## src/rtl/mem_port_arbiter_if.sv

```systemverilog
// Requester-side handshake bundle for mem_port_arbiter: one instance per requester.
// master = requester (core or loader), slave = arbiter.
interface mem_port_arbiter_if #(
  parameter int AW = 32,
  parameter int DW = 32
);
  logic          req;
  logic          we;
  logic [AW-1:0] adr;
  logic [DW-1:0] wdata;
  logic [DW-1:0] rdata;
  logic          ready;

  modport master (output req, we, adr, wdata, input rdata, ready);
  modport slave  (input req, we, adr, wdata, output rdata, ready);
endinterface

```

## src/rtl/mem_port_arbiter.sv

```systemverilog
// Shares one memory port between the core (c_port) and a loader (d_port); one transaction in flight.
// Define MEM_ARB_CORE_PRIO_EN for fixed core priority instead of round-robin.
module mem_port_arbiter #(
  parameter int AW     = 32,
  parameter int DW     = 32,
  parameter int RD_LAT = 1
) (
  input  logic                  clk,
  input  logic                  reset,
  mem_port_arbiter_if.slave     c_port,
  mem_port_arbiter_if.slave     d_port,
  output logic                  m_we,
  output logic [AW-1:0]         m_adr,
  output logic [DW-1:0]         m_wdata,
  input  logic [DW-1:0]         m_rdata
);

  if (RD_LAT < 1 || RD_LAT > 7) begin : g_bad_rd_lat
    $error("mem_port_arbiter: RD_LAT must be within 1..7");
  end

  typedef enum logic [1:0] {S_IDLE, S_ISSUE, S_WAIT, S_DONE} state_t;

  localparam logic [2:0] LP_WAIT_INIT = 3'(RD_LAT - 1);

  state_t        r_state;
  state_t        w_state_nxt;
  logic          r_owner_d;
  logic          r_we;
  logic [AW-1:0] r_adr;
  logic [DW-1:0] r_wdata;
  logic [2:0]    r_wait_cnt;
  logic [DW-1:0] r_c_rdata;
  logic [DW-1:0] r_d_rdata;
  logic          w_grant;
  logic          w_grant_d;

`ifdef MEM_ARB_CORE_PRIO_EN
  always_comb begin
    w_grant   = c_port.req | d_port.req;
    w_grant_d = ~c_port.req;
  end
`else
  // r_last_d=1 means the loader had the last grant, so the core wins the next tie.
  logic r_last_d;

  always_comb begin
    w_grant   = c_port.req | d_port.req;
    w_grant_d = d_port.req & (~c_port.req | ~r_last_d);
  end
`endif

  // NOTE: every signal assigned in always_comb gets a default first so no latch is inferred.
  always_comb begin
    w_state_nxt = r_state;
    unique case (r_state)
      S_IDLE:  if (w_grant) w_state_nxt = S_ISSUE;
      S_ISSUE: w_state_nxt = r_we ? S_DONE : S_WAIT;
      S_WAIT:  if (r_wait_cnt == 3'd0) w_state_nxt = S_DONE;
      S_DONE:  w_state_nxt = S_IDLE;
      default: w_state_nxt = S_IDLE;
    endcase
  end

  // NOTE: sequential state uses non-blocking assignments so all registers update from pre-edge values.
  always_ff @(posedge clk or posedge reset) begin
    if (reset) r_state <= S_IDLE;
    else       r_state <= w_state_nxt;
  end

  always_ff @(posedge clk or posedge reset) begin
    if (reset) begin
      r_owner_d  <= 1'b0;
      r_we       <= 1'b0;
      r_adr      <= '0;
      r_wdata    <= '0;
      r_wait_cnt <= 3'd0;
      r_c_rdata  <= '0;
      r_d_rdata  <= '0;
`ifndef MEM_ARB_CORE_PRIO_EN
      r_last_d   <= 1'b1;
`endif
    end else begin
      if (r_state == S_IDLE && w_grant) begin
        r_owner_d <= w_grant_d;
        r_we      <= w_grant_d ? d_port.we    : c_port.we;
        r_adr     <= w_grant_d ? d_port.adr   : c_port.adr;
        r_wdata   <= w_grant_d ? d_port.wdata : c_port.wdata;
`ifndef MEM_ARB_CORE_PRIO_EN
        r_last_d  <= w_grant_d;
`endif
      end

      if (r_state == S_ISSUE) begin
        r_wait_cnt <= LP_WAIT_INIT;
      end else if (r_state == S_WAIT) begin
        if (r_wait_cnt != 3'd0) begin
          r_wait_cnt <= r_wait_cnt - 3'd1;
        end else if (r_owner_d) begin
          r_d_rdata <= m_rdata;
        end else begin
          r_c_rdata <= m_rdata;
        end
      end
    end
  end

  // Decoded from the state register so reset clears m_we and ready without waiting for an edge.
  assign m_we         = (r_state == S_ISSUE) && r_we;
  assign m_adr        = r_adr;
  assign m_wdata      = r_wdata;
  assign c_port.ready = (r_state == S_DONE) && !r_owner_d;
  assign d_port.ready = (r_state == S_DONE) &&  r_owner_d;
  assign c_port.rdata = r_c_rdata;
  assign d_port.rdata = r_d_rdata;

endmodule

```

## src/flat_wrapper.sv

```systemverilog
// flat-port wrapper written by rule: the top's interface ports become plain ports
module mem_port_arbiter_flat 
#(
  parameter int AW     = 32,
  parameter int DW     = 32,
  parameter int RD_LAT = 1
)
  (clk, reset, m_we, m_adr, m_wdata, m_rdata, c_port_req, c_port_we, c_port_adr, c_port_wdata, c_port_rdata, c_port_ready, d_port_req, d_port_we, d_port_adr, d_port_wdata, d_port_rdata, d_port_ready);
  mem_port_arbiter_if #(.AW(AW), .DW(DW)) c_port_i ();
  mem_port_arbiter_if #(.AW(AW), .DW(DW)) d_port_i ();
  input  logic clk;
  input  logic reset;
  output logic m_we;
  output logic [AW-1:0] m_adr;
  output logic [DW-1:0] m_wdata;
  input  logic [DW-1:0] m_rdata;
  input wire logic [$bits(c_port_i.req)-1:0] c_port_req;
  input wire logic [$bits(c_port_i.we)-1:0] c_port_we;
  input wire logic [$bits(c_port_i.adr)-1:0] c_port_adr;
  input wire logic [$bits(c_port_i.wdata)-1:0] c_port_wdata;
  output wire logic [$bits(c_port_i.rdata)-1:0] c_port_rdata;
  output wire logic [$bits(c_port_i.ready)-1:0] c_port_ready;
  input wire logic [$bits(d_port_i.req)-1:0] d_port_req;
  input wire logic [$bits(d_port_i.we)-1:0] d_port_we;
  input wire logic [$bits(d_port_i.adr)-1:0] d_port_adr;
  input wire logic [$bits(d_port_i.wdata)-1:0] d_port_wdata;
  output wire logic [$bits(d_port_i.rdata)-1:0] d_port_rdata;
  output wire logic [$bits(d_port_i.ready)-1:0] d_port_ready;
  assign c_port_i.req = c_port_req;
  assign c_port_i.we = c_port_we;
  assign c_port_i.adr = c_port_adr;
  assign c_port_i.wdata = c_port_wdata;
  assign c_port_rdata = c_port_i.rdata;
  assign c_port_ready = c_port_i.ready;
  assign d_port_i.req = d_port_req;
  assign d_port_i.we = d_port_we;
  assign d_port_i.adr = d_port_adr;
  assign d_port_i.wdata = d_port_wdata;
  assign d_port_rdata = d_port_i.rdata;
  assign d_port_ready = d_port_i.ready;
  mem_port_arbiter #(.AW(AW), .DW(DW), .RD_LAT(RD_LAT)) u_core (.clk(clk), .reset(reset), .c_port(c_port_i), .d_port(d_port_i), .m_we(m_we), .m_adr(m_adr), .m_wdata(m_wdata), .m_rdata(m_rdata));
endmodule
```

## config.mk

```make
export PLATFORM = sky130hd
export DESIGN_NAME = mem_port_arbiter_flat
export DESIGN_NICKNAME = d
export VERILOG_FILES = /design/src/rtl/mem_port_arbiter_if.sv /design/src/rtl/mem_port_arbiter.sv /design/src/flat_wrapper.sv
export SDC_FILE = /design/constraint.sdc
export NUM_CORES = 1
export LEC_CHECK = 0
export CAP_MARGIN = 40
export CORE_MARGIN = 2
export CORE_UTILIZATION = 30
export CTS_CLUSTER_SIZE = 24
export DETAILED_ROUTE_END_ITERATION = 16
export HOLD_SLACK_MARGIN = 0.02
export SKIP_LAST_GASP = 1
export SYNTH_ARGS = -nofsm -noshare
export SYNTH_HDL_FRONTEND = slang
export SYNTH_SLANG_ARGS = --single-unit
```

## constraint.sdc

```tcl
create_clock -name clk -period 11.7 [get_ports clk]
set_clock_uncertainty 0.15 [all_clocks]
set_input_delay 2.34 -clock clk [delete_from_list [all_inputs] [get_ports clk]]
set_output_delay 2.34 -clock clk [all_outputs]
set_load 0.02 [all_outputs]
```

Word-level counts from Yosys, hierarchy flattened
Index checks and enable logic that the tools add are counted.
{"block": "classes", "n_addsub": 1, "eq_ne": 5, "mux": 10, "bitwise_logic": 8, "n_reduce_logical": 14}
{"operator": "$mux 32", "n": 2}
{"operator": "$mux 3", "n": 3}
{"operator": "$pmux 2 s4", "n": 1}
{"operator": "$reduce_and 4->1", "n": 2}
{"operator": "$not 1->1", "n": 5}
{"operator": "$eq 2x2->1 const B", "n": 2}
{"operator": "$logic_and 1x1->1", "n": 4}
{"operator": "$mux 2", "n": 2}
{"operator": "$ne 2x1->1 const B", "n": 2}
{"operator": "$reduce_and 2->1", "n": 2}
{"operator": "$reduce_bool 2->1", "n": 2}
{"operator": "$logic_not 3->1", "n": 1}
{"operator": "$reduce_bool 3->1", "n": 1}
{"operator": "$sub 3x1->3 const B", "n": 1}
{"operator": "$eq 2x1->1 const B", "n": 1}
{"operator": "$logic_not 2->1", "n": 1}
{"operator": "$mux 1", "n": 2}
{"operator": "$or 1x1->1", "n": 2}
{"operator": "$and 1x1->1", "n": 1}
{"operator": "$logic_not 1->1", "n": 1}
{"block": "totals", "ff_bits": 136, "in_bits": 166, "out_inout_bits": 131, "word_cells": 47}

Longest topological paths before layout
{"block": "depth", "depth_word": 4, "ltp_mapped": 7, "mapped_depth_nobuf": 6}

Least setup slack after synthesis
OpenSTA, ideal clock, no wires.
{"block": "synth_timing", "kind": "reg2out", "startpoint": "reg u_core.r_state[1]", "endpoint": "out m_we", "t_arrival_ns": 0.962, "required_time_ns": 9.210, "path_slack_ns": 8.248, "stages_incl_launch_ff": 4, "path_buffers": 0, "cell_sequence": "dfrtp_1 -> inv_1 -> ha_1 -> and2_1"}
{"block": "synth_between", "elab_chain_len": 2}
{"element": "start: declaration", "line": "mem_port_arbiter.sv:26", "text": "state_t r_state;"}
{"element": "start signal: assignment", "line": "mem_port_arbiter.sv:68", "text": "else r_state <= w_state_nxt;"}
{"element": "$eq 2x1->1", "line": "mem_port_arbiter.sv:109", "text": "assign m_we = (r_state == S_ISSUE) && r_we;"}
{"element": "$logic_and 1x1->1", "line": "mem_port_arbiter.sv:109"}
{"element": "end: declaration", "line": "flat_wrapper.sv:13", "text": "output logic m_we;"}
Every way passes these cells.

Worst setup path after layout
Same ends and word-level chain as after synthesis.

==> run summary <==
Startpoint Class - flop
Mapped Cells - 532
Routed wire length - 18500 µm
Largest net degree at the start of global routing - 66
CP Capture Type - output pin
YS warnings - 0
Row count - 50
Total GRT Usage - 18.3%
Fin. max-slew vios - 0
Synth top area cells - dfrtp_1 59%, mux2_2 12%, a21oi_1 12%, nor2_1 4.4%, nand2_1 4.3%
Hold Vio Cnt, Final - 0
Status - completed
First-pass GRT wire length - 28800 µm
Global route total overflow - 0
Most frequent cell after synthesis - dfrtp_1
Async SR Flop Fraction - 100%
Final WS setup - 7220 ps
Worst-Margin Slew - 689 ps
Longest Clk Path Bufs - 2
Mean Syn Cell Area - 10.8 µm²
Fin util - 51.0%
Setup TNS - 0 ps
Setup violators final - 0
DIE AREA - 0.0202 mm²
RSZ-0062 raised after global routing - no
WS Path Type - reg -> out
Yosys cell types - 29
Placer congestion estimate - 0.810
Max Clk Rate - 223 MHz
Synth Register Bits - 136
Maxcap violations - 0
Syn Nets - 704
Fin crit period - 4480 ps
Arr. time, crit path - 1990 ps
Hold_buf cts - 0
Ant diodes - 0
PortBufs - 296
Worst slack, placed - 7010 ps
Initial Util - 30.6%
IO Count - 297
Clk sinks - 136
Die Width - 142 µm
Mapped Area - 0.00572 mm²
Hold WC Path Type - reg -> reg
Critical path fanouts, max - 5
Area leader, netlist - dfrtp_1
Pwr Density - 287 mW/mm²
Core box area - 0.0187 mm²
H-tree levels - 4
Hpwl dp - 13600 µm
Final Net Count - 995
Root buf cell - clkbuf_16
Ys flop type - dfrtp_1
Vias per inst - 4.81
Critical Path RT - 9210 ps
Post-CTS Setup Bufs - 0
Commonest cells post-synth - 135 x dfrtp_1, 132 x a21oi_1, 67 x nor2_1, 65 x nand2_1, 63 x mux2_2
Leakage - 0.00400 µW
Power Total - 2740 µW
Initial antenna violation count - 0
Residual DRC - 0
Layout cells sized above 1 - 13.5%
Post-synth top area share - 59.0%
Area growth syn-to-layout - 66.8%
Vias in the first global route - 5283
Tcrit/Tclk final - 38.3%
Chip height - 142 µm
CTS buffer count - 17
CTS tree - done
CTS resizes - 0
Reg clk slew, reported paths - 60 ps
Max_slew headroom - 54.1%
Fin Hold WS - 339 ps
DR iter-0 viols - 174
Routed via count - 5149
Peak VDD IR - 0.000105 V
Wire per inst - 17.3 µm
1st-pass router iterations - 4
Antenna Nets Post-Route - 0
Worst-skew pair later-pin latency - 410 ps
Post-synth EDFFs - 0
Sequential cell area fraction in the yosys report - 59.5%
## cells in the final DEF, fill, tap and decap left out, types with 3 or more instances in the layout
cell type / Yosys / routed
clkinv_4: 0 / 3
a21oi_1: 132 / 132
mux2_2: 63 / 63
clkdlybuf4s50_1: 0 / 296
clkbuf_16: 0 / 17
dfrtp_1: 135 / 135
ha_1: 6 / 6
clkinvlp_4: 0 / 3
nor2_1: 67 / 67
inv_1: 7 / 6
clkbuf_8: 0 / 3
buf_4: 0 / 7
inv_6: 0 / 4
nand2_1: 65 / 65
## report_power, final
group          switching, µW  internal, µW
Combinational            693           676
Clock                    208           311
Sequential               136           711
Total                   1040          1700
## final timing paths
path,startpoint,end,slack (ps),depth (start not counted)
worst max-delay path,u_core.r_state[1],m_we,7220,4
worst min-delay path,u_core.c_port.rdata[25],u_core.c_port.rdata[25],340,1
worst max register to register,u_core.r_state[0],u_core.m_wdata[27],9170,6
worst min register to register,u_core.c_port.rdata[25],u_core.c_port.rdata[25],340,1
max in group asynchronous,reset,u_core.c_port.rdata[30],8080,4
min in group asynchronous,reset,u_core.m_wdata[17],2230,2
## final cells by class
type	instances	area (µm²)
clock buffer	20	467
multi-input combinational	355	2150
inverter	7	31.3
sequential	136	3400
fill	1674	9160
timing repair buffer	306	3080
tap	234	293
clock inverter	12	115
## registers in the layout (all words and copies together) (netlist names)
| register | cells |
|---|---|
| u_core.m_adr | 32 |
| u_core.r_owner_d | 1 |
| u_core.c_port.rdata | 32 |
| u_core.d_port.rdata | 32 |
| u_core.r_we | 1 |
| u_core.r_last_d | 1 |
| u_core.r_state | 2 |
| u_core.r_wait_cnt | 3 |
| u_core.m_wdata | 32 |
## worst max-delay path, stage by stage, from the launching register on
cell and delay [ps]:
dfrtp_1 420, inv_1 100, ha_1 260, and2_1 180, clkdlybuf4s50_1 630
## metal layers
metal | vias to the layer above | part of all wire (%) | global-route usage (%)
met2 | 254 | 47 | 30.1
met1 | 2477 | 41 | 22.6
met3 | 22 | 11 | 6.46
li1 | 2396 | - | -
met5 | - | 0 | 0
met4 | 0 | 1.7 | 5.84
## cell families (layout without fill, tap and decap cells)
family          after synthesis  count (layout)  share of synthesized area [%]
simple gates                140             140                           9.92
mux                          65              65                           12.8
flops                       136             136                           59.5
fa+ha+maj                     6               6                           1.31
buf+inv                      41             345                           3.32
compound gates              144             144                           13.2
## through the flow
step           instances  instance area, µm²
2_1_floorplan        532                5720
3_3_place_gp        1035                8900
3_5_place_dp        1038                8960
4_1_cts             1070                9550
5_1_grt             1070                9550
6_report            1070                9550
No activity file was read; power rests on OpenSTA's default activity.
